$ cat config.mk
export PLATFORM = sky130hd
export DESIGN_NAME = mcu_run_ctrl
export DESIGN_NICKNAME = d
export VERILOG_FILES = /design/src/rtl/mcu_run_ctrl.sv
export SDC_FILE = /design/constraint.sdc
export NUM_CORES = 1
export LEC_CHECK = 0
export BUFFER_PORTS_ARGS = -buffer_cell sky130_fd_sc_hd__buf_2
export CAP_MARGIN = 20
export CORE_MARGIN = 2
export CORE_UTILIZATION = 30
export DETAILED_ROUTE_END_ITERATION = 8
export PLACE_DENSITY_LB_ADDON = 0.25
export SLEW_MARGIN = 25
export SYNTH_ARGS = -nofsm -noshare
export SYNTH_HDL_FRONTEND = slang
export SYNTH_SLANG_ARGS = --single-unit
$ cat constraint.sdc
create_clock -name clk -period 2.64 [get_ports clk]
set_clock_uncertainty 0.2 [all_clocks]
set_input_delay 0.396 -clock clk [delete_from_list [all_inputs] [get_ports clk]]
set_output_delay 0.396 -clock clk [all_outputs]
set_load 0.005 [all_outputs]
$ cat src/rtl/mcu_run_ctrl.sv
// Debug run/step controller: debounced run/step keys, address breakpoint and a
// single-clock enable (mcu_ce) so the MCU core and its glue stay on clk.
module mcu_run_ctrl #(
  parameter int unsigned DEBOUNCE_CYCLES = 1000000,
  parameter int unsigned SLOW_DIV_LOG2   = 23,
  parameter bit          RESET_RUN       = 1'b1,
  parameter int unsigned CNT_W           = 16
) (
  input  logic             clk,
  input  logic             reset_n,
  input  logic             key_run_n,
  input  logic             key_step_n,
  input  logic             slow_en,
  input  logic             bp_en,
  input  logic [31:0]      bp_addr,
  input  logic [31:0]      mem_addr,
  input  logic [1:0]       mem_trans,
  output logic             mcu_ce,
  output logic [1:0]       run_state,
  output logic             halted,
  output logic             bp_hit,
  output logic [CNT_W-1:0] ce_count
);

  typedef enum logic [1:0] {
    StHalt = 2'b00,
    StRun  = 2'b01,
    StSlow = 2'b10,
    StStep = 2'b11
  } st_e;

  localparam st_e ResetSt = RESET_RUN ? StRun : StHalt;

  localparam int unsigned DbW = (DEBOUNCE_CYCLES > 1) ? $clog2(DEBOUNCE_CYCLES) : 1;
  localparam logic [DbW-1:0] DbLast = DbW'(DEBOUNCE_CYCLES - 1);
  localparam logic [SLOW_DIV_LOG2-1:0] SlowPenult = ~SLOW_DIV_LOG2'(1);

  // Key bit 0 is run, bit 1 is step; all levels kept in raw active-low polarity.
  logic [1:0]          key_raw;
  logic [1:0]          sync1_q, sync2_q, level_q;
  logic [1:0][DbW-1:0] db_cnt_q;
  logic [1:0]          flip, press;

  assign key_raw = {key_step_n, key_run_n};

  always_comb begin
    flip  = '0;
    press = '0;
    for (int i = 0; i < 2; i++) begin
      flip[i]  = (sync2_q[i] != level_q[i]) && (db_cnt_q[i] == DbLast);
      press[i] = flip[i] & ~sync2_q[i];
    end
  end

  always_ff @(posedge clk or negedge reset_n) begin
    if (!reset_n) begin
      sync1_q  <= 2'b11;
      sync2_q  <= 2'b11;
      level_q  <= 2'b11;
      db_cnt_q <= '0;
    end else begin
      sync1_q <= key_raw;
      sync2_q <= sync1_q;
      for (int i = 0; i < 2; i++) begin
        if (sync2_q[i] != level_q[i]) begin
          if (flip[i]) begin
            level_q[i]  <= sync2_q[i];
            db_cnt_q[i] <= '0;
          end else begin
            db_cnt_q[i] <= db_cnt_q[i] + DbW'(1);
          end
        end else begin
          db_cnt_q[i] <= '0;
        end
      end
    end
  end

  logic [SLOW_DIV_LOG2-1:0] slow_q;
  logic                     tick_next;

  // mcu_ce is registered, so it is computed against the tick one cycle ahead.
  assign tick_next = (slow_q == SlowPenult);

  always_ff @(posedge clk or negedge reset_n) begin
    if (!reset_n) begin
      slow_q <= '0;
    end else begin
      slow_q <= slow_q + SLOW_DIV_LOG2'(1);
    end
  end

  st_e  state_q, state_d;
  logic bp_hit_q, bp_hit_d;
  logic mcu_ce_q, mcu_ce_d;
  logic bp_match;
  logic press_run, press_step;

  assign press_run  = press[0];
  assign press_step = press[1];
  assign bp_match   = bp_en & mcu_ce_q & (mem_trans != 2'b00) & (mem_addr == bp_addr);

  always_comb begin
    state_d  = state_q;
    bp_hit_d = bp_hit_q;
    unique case (state_q)
      StRun, StSlow: begin
        if (bp_match) begin
          state_d  = StHalt;
          bp_hit_d = 1'b1;
        end else if (press_run) begin
          state_d = StHalt;
        end else begin
          state_d = slow_en ? StSlow : StRun;
        end
      end
      StHalt: begin
        if (press_run) begin
          state_d  = slow_en ? StSlow : StRun;
          bp_hit_d = 1'b0;
        end else if (press_step) begin
          state_d = StStep;
        end
      end
      StStep: state_d = StHalt;
      default: state_d = StHalt;
    endcase
    mcu_ce_d = (state_d == StRun) | ((state_d == StSlow) & tick_next) | (state_d == StStep);
  end

  always_ff @(posedge clk or negedge reset_n) begin
    if (!reset_n) begin
      state_q  <= ResetSt;
      bp_hit_q <= 1'b0;
      mcu_ce_q <= 1'b0;
      ce_count <= '0;
    end else begin
      state_q  <= state_d;
      bp_hit_q <= bp_hit_d;
      mcu_ce_q <= mcu_ce_d;
      if (mcu_ce_q) begin
        ce_count <= ce_count + CNT_W'(1);
      end
    end
  end

  assign mcu_ce    = mcu_ce_q;
  assign run_state = state_q;
  assign halted    = (state_q == StHalt);
  assign bp_hit    = bp_hit_q;

endmodule

Word level (Yosys, flattened, before mapping). Cells that the tools add are included.

Add/sub/neg operators: 4. Equal/unequal tests: 14. Muxes and demuxes: 13. Bitwise logic cells: 10. Reduce and logical (&&, ||, !) cells: 9.

Operators by type and width (count): two-way mux 20 bit (4); adder 20 x 1 -> 20 bit (second input constant) (2); == test 20 bit (second input constant) (2); == test 32 bit (1); adder 23 x 1 -> 23 bit (second input constant) (1); == test 23 bit (second input constant) (1); adder 16 x 1 -> 16 bit (second input constant) (1); two-way mux 2 bit (5); == test 2 bit (second input constant) (4); AND 1 bit (6); one-hot mux 2 bit (3 select lines) (1); == test 2 x 1 -> 1 bit (second input constant) (2); AND reduction 2 bit (2); nonzero test 2 bit (2); AND reduction 3 bit (1); logical AND 1 bit (2); zero test 2 bit (1); two-way mux 1 bit (2); != test 1 bit (2); != test 2 x 1 -> 1 bit (second input constant) (1); != test 2 bit (second input constant) (1); NOT 1 bit (2); bitwise OR 1 bit (2); one-hot mux 1 bit (2 select lines) (1); OR reduction 2 bit (1).

Flip-flop bits (word level): 89. Bits of input ports: 72. Output and inout bits: 21. Word-level logic and storage cells: 61.

Logic depth before layout (Yosys ltp). Gate-level depths: netlist of run 1.

Word-level depth: 10. Mapped depth: 7. Mapped depth without buffers: 7.

Worst setup path before layout of run 1. No wires, ideal clock.

Kind: reg2reg. Start: reg db_cnt_q[20] (netlist bit). End: reg mcu_ce_q (netlist: mcu_ce). Library setup time: 0.086 ns. Arrival time: 1.884 ns. Required time: 2.354 ns. Path slack: 0.470 ns. Cell stages (with the launch flop): 8. Path buffers: 0. Clock period less this slack: 2.170 ns. Cells stage by stage: dfrtp_1 > ha_1 > and4_1 > nand2_1 > or4_1 > and3_1 > o31a_1 > a32oi_1.

Longest elaborated chain between the ends: 10. Elaborated cells between the ends (all ways): 12. Those cells by class: 4 x eq/ne; 3 x mux; 4 x bitwise; 1 x reduce/logical.

Ends and longest elaborated chain: start: declaration (RTL line 41) `logic [1:0][DbW-1:0] db_cnt_q;`; start signal: indexed assignment (RTL line 70) `db_cnt_q[i] <= db_cnt_q[i] + DbW'(1);`; == test 20 bit (*) (RTL line 50) `flip[i] = (sync2_q[i] != level_q[i]) && (db_cnt_q[i] == DbLast);`; logical AND 1 bit (*) (RTL line 50); AND 1 bit (*) (RTL line 51) `press[i] = flip[i] & ~sync2_q[i];`; two-way mux 2 bit (*) (RTL line 121) `end else if (press_step) begin`; two-way mux 2 bit (*) (RTL line 118) `if (press_run) begin`; one-hot mux 2 bit (3 select lines) (*) (RTL line 106) `unique case (state_q)`; == test 2 bit (RTL line 128) `mcu_ce_d = (state_d == StRun) | ((state_d == StSlow) & tick_next) | (state_d == StStep);`; AND 1 bit (RTL line 128); bitwise OR 1 bit (RTL line 128); bitwise OR 1 bit (*) (RTL line 128); named net mcu_ce_d (RTL line 95) `logic mcu_ce_q, mcu_ce_d;`; end signal: assignment (RTL line 140) `mcu_ce_q <= mcu_ce_d;`; end: declaration (RTL line 95).

Mark *: on every way through the listed nets, which the timed path passes. The rest lies on a longest branch. A chain may end at the register's enable or synchronous reset.

Final worst setup path of run 1.
Start: reg sync2_q[1]. End: reg mcu_ce_q (netlist: mcu_ce).

Longest elaborated chain between the ends: 10. Elaborated cells between the ends (all ways): 13. Those cells by class: 4 x eq/ne; 3 x mux; 5 x bitwise; 1 x reduce/logical.

Ends and longest elaborated chain: start: declaration (RTL line 40) `logic [1:0] sync1_q, sync2_q, level_q;`; start signal: assignment (RTL line 63) `sync2_q <= sync1_q;`; != test 1 bit (RTL line 50); logical AND 1 bit (RTL line 50); AND 1 bit (*) (RTL line 51); two-way mux 2 bit (*) (RTL line 121); two-way mux 2 bit (*) (RTL line 118); one-hot mux 2 bit (3 select lines) (*) (RTL line 106); == test 2 bit (RTL line 128); AND 1 bit (RTL line 128); bitwise OR 1 bit (RTL line 128); bitwise OR 1 bit (*) (RTL line 128); named net mcu_ce_d (RTL line 95).

Marked as above.

==> results of run 1 <==
==> cell families (layout without fill, tap and decap cells) <==
kind of cell,after synthesis,count (layout)
muxes,3,3
and+or+nand+nor,190,190
buffers and inverters,15,126
adders and majority gates,7,7
DFF,89,89
AOI/OAI and AO/OA,19,19
xor gates and xnor gates,102,102
==> sequential cells by signal (all words and copies together), names as in the netlist <==
signal,cells
bp_hit,1
ce_count,16
db_cnt_q,40
level_q,2
mcu_ce,1
run_state,2
slow_q,23
sync1_q,2
sync2_q,2
==> cell usage after synthesis (7+ instances only) <==
cell / instances
inv_1: 10
nor3_1: 8
ha_1: 7
nand2_1: 28
dfstp_2: 7
nor2_1: 53
xor2_1: 34
xnor2_1: 68
nor4_1: 7
and3_1: 16
nand3_1: 27
nand4_1: 25
dfrtp_1: 82
==> power by group <==
group          internal [mW]  switching, mW
clock                  0.685          0.504
sequential              1.44         0.0844
combinational          0.237          0.219
total                   2.36          0.807
==> how the worst min path moves through the flow <==
stage,from,to,slack (ps),cells past startpoint
after floorplan,reset_n,bp_hit,-100,0
after global placement,sync1_q[0],sync2_q[0],160,0
after detailed placement,sync1_q[1],sync2_q[1],160,0
after CTS,slow_en,run_state[1],170,3
after global routing,sync1_q[0],sync2_q[0],180,0
final,sync1_q[0],sync2_q[0],170,0
==> repair_timing <==
action	CTS	global route
setup endpoints to repair	0	0
hold endpoints to repair	35	0
hold buffers	3	0
==> layer usage <==
| metal | vias up | GRT usage [%] | wire [um] | share of wire, % |
|---|---|---|---|---|
| li1 | 1678 | - | - | - |
| met1 | 1593 | 15.9 | 4530 | 49 |
| met2 | 42 | 18.7 | 4140 | 45 |
| met3 | 13 | 2.78 | 335 | 3.6 |
| met4 | 0 | 5.75 | 186 | 2.0 |
| met5 | - | 0 | 0 | 0 |
==> layout make-up <==
type | count | area, um^2 | area share (%)
sequential | 89 | 2240 | 40.9
multi-input combinational | 321 | 2150 | 39.2
timing repair buffer | 100 | 543 | 9.93
clock buffer | 13 | 260 | 4.76
tap | 184 | 230 | 4.21
inverter | 10 | 37.5 | 0.686
clock inverter | 3 | 15.0 | 0.275
==> worst register-to-register path, cell delays in order (launching register included) <==
cell,delay [ps]
dfstp_2,560
xor2_1,240
nand4_1,220
or4_1,450
and3_1,210
o31a_1,230
a32oi_1,140
==> stage by stage <==
step | utilization (%) | hold slack (ps) | setup slack, ps
2_1_floorplan | - | -99.6 | 470
3_3_place_gp | 35.7 | 163 | 331
3_5_place_dp | 35.7 | 160 | 310
4_1_cts | 37.8 | 171 | 277
5_1_grt | 37.8 | 176 | 144
6_report | 37.8 | 172 | 299
==> metrics.md, run 1 <==
| Metric | Value |
|---|---|
| Top delay family on crit path | simple AND/OR/NAND/NOR gates |
| Cell taking the most area after synthesis | dfrtp_1 |
| Main area contributors after synthesis | dfrtp_1 (46%), xnor2_1 (13%), xor2_1 (6.7%) |
| Initial Utilization | 30.6% |
| Simple-gate portion of the synthesized area | 22.4% |
| Placer Congestion | 0.793 |
| Site Rows | 44 |
| Slew headroom | 67.0% |
| Final hold vios | 0 |
| Crit Path Class | register to register |
| Slowest cell delay on critical path | 560 ps |
| Max VDD drop | 371 uV |
| Commonest non-fill, non-tap cell in the layout | buf_2 |
| Path category of the worst min-delay check | register to register |
| Vias in the first global route | 3,279 |
| Ys flop type | dfrtp_1 |
| Cell Area, Synth | 4430 um^2 |
| Worst Reg-to-Reg Cells | 6 |
| Inserted Clock Buffers | 9 |
| Net Count, Synth | 504 |
| Vias/cell | 4.62 |
| Wire length of the first global-routing pass | 15,500 um |
| Slew Limit Fails | 0 |
| Routed vias | 3,326 |
| ANT nets after route | 0 |
| Max Buffers Root-to-Sink | 2 |
| Maximum clock frequency | 427 MHz |
| Placed Area | 5160 um^2 |
| Starting DRT DRC Count | 159 |
| Reg-to-Reg End | mcu_ce |
| CP cell instances | xor2_1 > nand4_1 > or4_1 > and3_1 > o31a_1 > a32oi_1 |
| Resized Gates After CTS | 0 |
| CTS Sinks | 89 |
| Leakage | 2.48 nW |
| Die Wd | 126 um |
| Post-synthesis mux area share | 0.762% |
| Fin crit period | 2340 ps |
| Async SR Flop Fraction | 100% |
| Most frequent cells in the layout | buf_2 (91), dfrtp_1 (82), xnor2_1 (68) |
| Required @ worst endpoint | 2700 ps |
| Power Dens Cells | 579 nW/um^2 |
| Final Setup Violations | 0 |
| Yosys top cell area share | 46.3% |
| PortBufs | 92 |
| Post-Synth Adder-Cell Area | 1.98% |
| Hpwl dp | 6780 um |
| Number of flops mapped to enable cells by yosys | 0 |
| Max Fanout on Critical Path | 4 |
| Mapped Cells | 425 |
| Avg WL per Cell | 12.8 um |
| Seq/Total Area, Yosys | 50.4% |
| Synth Area in XOR/XNOR | 20.2% |
| Unrepaired setup endpoints after global routing | no |
| Worst skew pair latency | 340 ps |
| Share of layout cells above drive strength 1 | 24.4% |
| Gr ovfl total | 0 |
| Reg2Reg Setup Slack | 300 ps |
| Core box area | 14,500 um^2 |
| Post-CTS setup buffers | 0 |
| Fin area | 5470 um^2 |
| Synth cell types | 41 |
| Arr. time, crit path | 2400 ps |
| Io pins | 93 |
| Slowest CP cell | dfstp_2 |
| Clock-pin slew on the worst setup and hold paths | 60 ps |
| Final Power | 3.17 mW |
| Crit path buffers/inverters | 0 |
| #FFs+latches synth | 89 |
| Total Nets Final | 610 |
| Final period util | 88.7% |
| Largest family of logic cells by synthesized area | simple AND/OR/NAND/NOR gates |
| Yosys Warn Count | 0 |
| Placed Cells | 701 |
| WP depth | 6 |
| Fin Setup TNS | 0 ps |
| Non-filler instance count after layout | 720 |
| Critical Path Sink | mcu_ce |
| Total global-route track usage | 12.0% |
| CTS tree | built |
| Avg Cell Area, Syn | 10.4 um^2 |
| Syn-to-layout area delta | 23.3% |
| Die ar. | 15,800 um^2 |
| CP Capture Type | register |
| Fillcell total | 1,442 |
| Run status | complete, no violations |
| Worst r2r src | sync2_q[1] |
| Die Ht | 126 um |
| Worst Max-Slew Pin Slew | 491 ps |
| TritonRoute pass-1 iters | 4 |
| Clock root buffer | clkbuf_16 |
| Largest net degree at the start of global routing | 55 |
| Number of remaining DRC errors | 0 |
| Initial antenna violation count | 0 |
| Detailed Route WL | 9190 um |
| Antenna Cells | 0 |
| H-tree levels | 3 |
| Max Cap Violations | 0 |
| Worst Setup SP | sync2_q[1] |
| Startpoint types | register |
| Compound-cell area share of the yosys netlist | 2.96% |
Power figures use the tool's default switching activity.
==> inputs of run 2 (changes only) <==
--- a/config.mk
+++ b/config.mk
@@ -8,7 +8,7 @@
 export BUFFER_PORTS_ARGS = -buffer_cell sky130_fd_sc_hd__buf_2
 export CAP_MARGIN = 20
 export CORE_MARGIN = 2
-export CORE_UTILIZATION = 30
+export CORE_UTILIZATION = 41
 export DETAILED_ROUTE_END_ITERATION = 8
 export PLACE_DENSITY_LB_ADDON = 0.25
 export SLEW_MARGIN = 25
==> metrics.md, run 2 (synthesis results as in run 1) <==
| Metric | Value |
|---|---|
| Gr ovfl total | 0 (unchanged) |
| ANT nets after route | 0 (unchanged) |
| Clock-pin slew on the worst setup and hold paths | 80 ps (was 60 ps) |
| Worst r2r src | db_cnt_q[28] (was sync2_q[1]) |
| Hold Path Depth | 0 (unchanged) |
| Share of layout cells above drive strength 1 | 24.7% (was 24.4%) |
| Site Rows | 37 (was 44) |
| Run status | complete, no violations (unchanged) |
| Top reg by flops | db_cnt_q (unchanged) |
| Arr. time, crit path | 2430 ps (was 2400 ps) |
| Clock root buffer | clkbuf_8 (was clkbuf_16) |
| Slowest CP cell | or4_1 (was dfstp_2) |
| PortBufs | 92 (unchanged) |
| Final Power | 2.94 mW (was 3.17 mW) |
| Commonest non-fill, non-tap cell in the layout | buf_2 (unchanged) |
| Number of remaining DRC errors | 0 (unchanged) |
| Worst Max-Slew Pin Slew | 575 ps (was 491 ps) |
| Hold Crit Start | sync1_q[0] (unchanged) |
| Detailed Route WL | 8890 um (was 9190 um) |
| Total global-route track usage | 17.1% (was 12.0%) |
| Slew headroom | 61.6% (was 67.0%) |
| Max VDD drop | 344 uV (was 371 uV) |
| Syn-to-layout area delta | 20.4% (was 23.3%) |
| Max Cap Violations | 0 (unchanged) |
| Starting DRT DRC Count | 169 (was 159) |
| Final hold vios | 0 (unchanged) |
| Inserted Clock Buffers | 9 (unchanged) |
| Worst skew pair latency | 340 ps (about the same) |
| Final Setup Violations | 0 (unchanged) |
| Global Route met2 Usage | 27.7% (was 18.7%) |
| Worst Reg-to-Reg Cells | 6 (unchanged) |
| Max Buffers Root-to-Sink | 2 (unchanged) |
| Startpoint types | register (unchanged) |
| Slew Limit Fails | 0 (unchanged) |
| Die Wd | 108 um (was 126 um) |
| Largest net degree at the start of global routing | 47 (was 55) |
| CTS tree | built (unchanged) |
| Die Ht | 108 um (was 126 um) |
| Hpwl dp | 6760 um (was 6780 um) |
| Met1 GRT Util | 22.3% (was 15.9%) |
| H-tree levels | 3 (unchanged) |
| Resized Gates After CTS | 0 (unchanged) |
| Placer Congestion | 0.833 (was 0.793) |
| TritonRoute pass-1 iters | 5 (was 4) |
| Fin Setup TNS | 0 ps (unchanged) |
| Die ar. | 11,700 um^2 (was 15,800 um^2) |
| Max reg flops | 40 (unchanged) |
| Avg WL per Cell | 13.2 um (was 12.8 um) |
| Leakage | 2.44 nW (was 2.48 nW) |
| Hold EP | sync2_q[0] (unchanged) |
| Vias in the first global route | 3,518 (was 3,279) |
| Reg2Reg Setup Slack | 270 ps (was 300 ps) |
| CP Capture Type | register (unchanged) |
| Path category of the worst min-delay check | register to register (unchanged) |
| Non-filler instance count after layout | 671 (was 720) |
| Grt peak-use layer | met2 (unchanged) |
| Final period util | 89.6% (was 88.7%) |
| Initial Utilization | 42.6% (was 30.6%) |
| Crit Path Class | register to register (unchanged) |
| Total Nets Final | 610 (unchanged) |
| Antenna Cells | 0 (unchanged) |
| Io pins | 93 (unchanged) |
| CTS Sinks | 89 (unchanged) |
| Power Dens Cells | 550 nW/um^2 (was 579 nW/um^2) |
| Core box area | 10,400 um^2 (was 14,500 um^2) |
| Routed vias | 3,325 (was 3,326) |
| Met3 GRT Util | 4.94% (was 2.78%) |
| Slowest cell delay on critical path | 500 ps (was 560 ps) |
| Most frequent cells in the layout | buf_2 (91), dfrtp_1 (82), xnor2_1 (68) (unchanged) |
| Vias/cell | 4.96 (was 4.62) |
| Maximum clock frequency | 423 MHz (was 427 MHz) |
| Required @ worst endpoint | 2700 ps (about the same) |
| Fin crit period | 2370 ps (was 2340 ps) |
| Max Fanout on Critical Path | 5 (was 4) |
| Reg-to-Reg End | mcu_ce (unchanged) |
| Wire length of the first global-routing pass | 15,800 um (was 15,500 um) |
| Initial antenna violation count | 0 (unchanged) |
| Placed Cells | 653 (was 701) |
| CP cell instances | nor4b_2 > nand4_1 > or4_1 > and3_1 > o31a_1 > a32oi_1 (was xor2_1 > nand4_1 > or4_1 > and3_1 > o31a_1 > a32oi_1) |
| Unrepaired setup endpoints after global routing | no (unchanged) |
| Biggest registers after layout | db_cnt_q: 40 flops, slow_q: 23 flops, ce_count: 16 flops (unchanged) |
==> run 2: what timing repair did <==
item / 4_1_cts / 5_1_grt
endpoints found under the hold margin: 39 / 0
hold buffers: 3 / 0
setup buffers: 0 / 0
==> run 2: power by group <==
group	internal (mW)	leakage, nW	switching [mW]	total, mW
registers	1.44	1.18	0.0800	1.52
logic	0.242	1.15	0.233	0.475
clock network	0.486	0.102	0.460	0.946
total	2.16	2.44	0.773	2.94
==> run 2: worst max-delay path by stage <==
stage                            start     end  slack [ps]  cells after the start
final                     db_cnt_q[28]  mcu_ce         270                      6
after global routing      db_cnt_q[20]  mcu_ce         130                      7
after CTS                 db_cnt_q[28]  mcu_ce         290                      6
after detailed placement  db_cnt_q[28]  mcu_ce         310                      6
after global placement    db_cnt_q[20]  mcu_ce         340                      7
after floorplan           db_cnt_q[20]  mcu_ce         470                      7
==> run 2: layout make-up <==
| cell class | instances | area [um^2] |
|---|---|---|
| clock buffer | 11 | 151 |
| clock inverter | 4 | 51.3 |
| fill | 968 | 5080 |
| inverter | 10 | 37.5 |
| multi-input combinational | 321 | 2150 |
| sequential | 89 | 2240 |
| tap | 136 | 170 |
| timing repair buffer | 100 | 543 |
==> run 2: layer usage <==
| metal | up-vias | part of all wire, % |
|---|---|---|
| met1 | 1600 | 48 |
| met3 | 8 | 3.3 |
| met4 | 0 | 1.1 |
| li1 | 1673 | - |
| met5 | - | 0 |
| met2 | 44 | 47 |
==> run 2: metrics by stage <==
step | instance area [um^2] | hold WS (ps) | utilization (%) | worst slack, ps
6_report | 5340 | 161 | 51.2 | 274
4_1_cts | 5340 | 162 | 51.2 | 288
5_1_grt | 5340 | 168 | 51.2 | 126
3_5_place_dp | 5100 | 148 | 49.0 | 305
2_1_floorplan | 4430 | -99.6 | - | 470
3_3_place_gp | 5100 | 146 | 49.0 | 342
==> run 2: worst max-delay path, delay by kind of cell, from the launching register on <==
kind	cells	cell delay (ps)
compound gates	2	390
flops	1	440
simple gates	4	1260
==> inputs of run 3 (changes only) <==
--- a/config.mk
+++ b/config.mk
@@ -7,6 +7,8 @@
 export LEC_CHECK = 0
 export BUFFER_PORTS_ARGS = -buffer_cell sky130_fd_sc_hd__buf_2
 export CAP_MARGIN = 20
+export CELL_PAD_IN_SITES_DETAIL_PLACEMENT = 0
+export CELL_PAD_IN_SITES_GLOBAL_PLACEMENT = 1
 export CORE_MARGIN = 2
 export CORE_UTILIZATION = 41
 export DETAILED_ROUTE_END_ITERATION = 8
==> metrics.md, run 3 (synthesis results as in run 1) <==
| Metric | Value |
|---|---|
| Reg2Reg Setup Slack | 280 ps (was 270 ps) |
| Site Rows | 37 (unchanged) |
| Worst r2r src | db_cnt_q[20] (was db_cnt_q[28]) |
| Detailed Route WL | 9000 um (was 8890 um) |
| Number of remaining DRC errors | 0 (unchanged) |
| Dpl ws | 295 ps (was 305 ps) |
| Final worst setup slack | 279 ps (was 274 ps) |
| Worst skew pair latency | 350 ps (was 340 ps) |
| Hold Crit Start | sync1_q[1] (was sync1_q[0]) |
| ANT nets after route | 0 (unchanged) |
| Vias/cell | 4.94 (was 4.96) |
| Run status | complete, no violations (unchanged) |
| Die ar. | 11,700 um^2 (unchanged) |
| Power Dens Cells | 551 nW/um^2 (was 550 nW/um^2) |
| CTS Sinks | 89 (unchanged) |
| Final period util | 89.4% (was 89.6%) |
| Multi-input gate area | 2150 um^2 (unchanged) |
| Final Setup Violations | 0 (unchanged) |
| Top reg by flops | db_cnt_q (unchanged) |
| Placed Cells | 653 (unchanged) |
| PortBufs | 92 (unchanged) |
| Initial antenna violation count | 1 (was 0) |
| Maximum clock frequency | 424 MHz (was 423 MHz) |
| Max Buffers Root-to-Sink | 2 (unchanged) |
| Arr. time, crit path | 2430 ps (about the same) |
| Antenna Cells | 0 (unchanged) |
| Inserted Clock Buffers | 9 (unchanged) |
| Die Ht | 108 um (unchanged) |
| Clock root buffer | clkbuf_8 (unchanged) |
| Wire length of the first global-routing pass | 15,700 um (was 15,800 um) |
| Commonest non-fill, non-tap cell in the layout | buf_2 (unchanged) |
| Core box area | 10,400 um^2 (unchanged) |
| Total Nets Final | 610 (unchanged) |
| Placer Congestion | 0.804 (was 0.833) |
| Final hold vios | 0 (unchanged) |
| Avg WL per Cell | 13.4 um (was 13.2 um) |
| Max VDD drop | 319 uV (was 344 uV) |
| Met3 WL post-DR | 315 um (was 294 um) |
| Vias in the first global route | 3,353 (was 3,518) |
| Slew Limit Fails | 0 (unchanged) |
| WL met1 | 4390 um (was 4300 um) |
| Clock-pin slew on the worst setup and hold paths | 90 ps (was 80 ps) |
| Most frequent cells in the layout | buf_2 (91), dfrtp_1 (82), xnor2_1 (68) (unchanged) |
| Syn-to-layout area delta | 20.4% (about the same) |
| CP Capture Type | register (unchanged) |
| Biggest registers after layout | db_cnt_q: 40 flops, slow_q: 23 flops, ce_count: 16 flops (unchanged) |
| Gr ovfl total | 0 (unchanged) |
| Highest Signal Layer | met5 (was met4) |
| Wire length on met2 | 4130 um (was 4190 um) |
| H-tree levels | 3 (unchanged) |
| Share of layout cells above drive strength 1 | 24.8% (was 24.7%) |
| Io pins | 93 (unchanged) |
| Max Fanout on Critical Path | 5 (unchanged) |
| TritonRoute pass-1 iters | 4 (was 5) |
| Routed vias | 3,318 (was 3,325) |
| Register area | 2240 um^2 (unchanged) |
| Startpoint types | register (unchanged) |
| Die Wd | 108 um (unchanged) |
| Fin Setup TNS | 0 ps (unchanged) |
| CTS tree | built (unchanged) |
| Largest net degree at the start of global routing | 54 (was 47) |
| Resized Gates After CTS | 0 (unchanged) |
| Max reg flops | 40 (unchanged) |
| Fillcell total | 1,005 (was 968) |
| Total global-route track usage | 17.0% (was 17.1%) |
| Non-filler instance count after layout | 672 (was 671) |
| Initial Utilization | 42.6% (unchanged) |
| Worst Max-Slew Pin Slew | 494 ps (was 575 ps) |
| Required @ worst endpoint | 2710 ps (was 2700 ps) |
| Slew headroom | 67.0% (was 61.6%) |
| Unrepaired setup endpoints after global routing | no (unchanged) |
| Max Cap Violations | 0 (unchanged) |
| Worst Setup SP | db_cnt_q[20] (was db_cnt_q[28]) |
| Crit Path Class | register to register (unchanged) |
| Hpwl dp | 6730 um (was 6760 um) |
| Fin crit period | 2360 ps (was 2370 ps) |
| Starting DRT DRC Count | 122 (was 169) |
| Path category of the worst min-delay check | register to register (unchanged) |
| Leakage | 2.44 nW (about the same) |
[run 3: critical path, cell delays in order, from the launching register on]
cell and delay, ps:
dfrtp_1 390, ha_1 210, and4_1 220, nand2_1 140, or4_1 540, and3_1 210, o31a_1 230, a32oi_1 140
[run 3: layout make-up]
class	count	area share, %
multi-input cells	321	40.2
clock inverters	6	1.24
well taps	136	3.19
inverters	10	0.703
flip-flops and latches	89	41.9
repair buffers	100	10.2
clock buffers	10	2.58
[run 3: through the flow]
stage	util [%]	total power [mW]	hold slack, ps	cell area (um^2)
after detailed placement	49.0	2.01	150	5100
after floorplan	-	1.78	-99.6	4430
final	51.2	2.94	163	5340
after CTS	51.2	2.99	138	5340
after global placement	49.0	2.00	157	5100
after global routing	51.2	3.13	168	5340
[run 3: worst paths after layout]
check,endpoint,cells after the start
min in group asynchronous,ce_count[15],2
worst max-delay path,mcu_ce,7
max in group asynchronous,sync1_q[0],3
worst min register to register,sync2_q[1],0
worst max register to register,mcu_ce,7
worst min-delay path,sync2_q[1],0
[run 3: where the power goes]
group / leakage [nW] / internal [mW] / switching (mW) / total [mW]
clock network: 0.107 / 0.467 / 0.497 / 0.964
registers: 1.18 / 1.44 / 0.0874 / 1.52
logic: 1.15 / 0.237 / 0.217 / 0.454
[run 3: metal layers]
metal	up-vias	global-route usage [%]
met1	1575	23.0
met3	17	4.76
met4	2	5.22
met2	45	26.6
met5	-	0
li1	1679	-
[run 3: what timing repair did]
| action | 4_1_cts | 5_1_grt |
|---|---|---|
| hold buffers | 3 | 0 |
| hold endpoints to repair | 34 | 0 |
| buffers inserted | 0 | 0 |
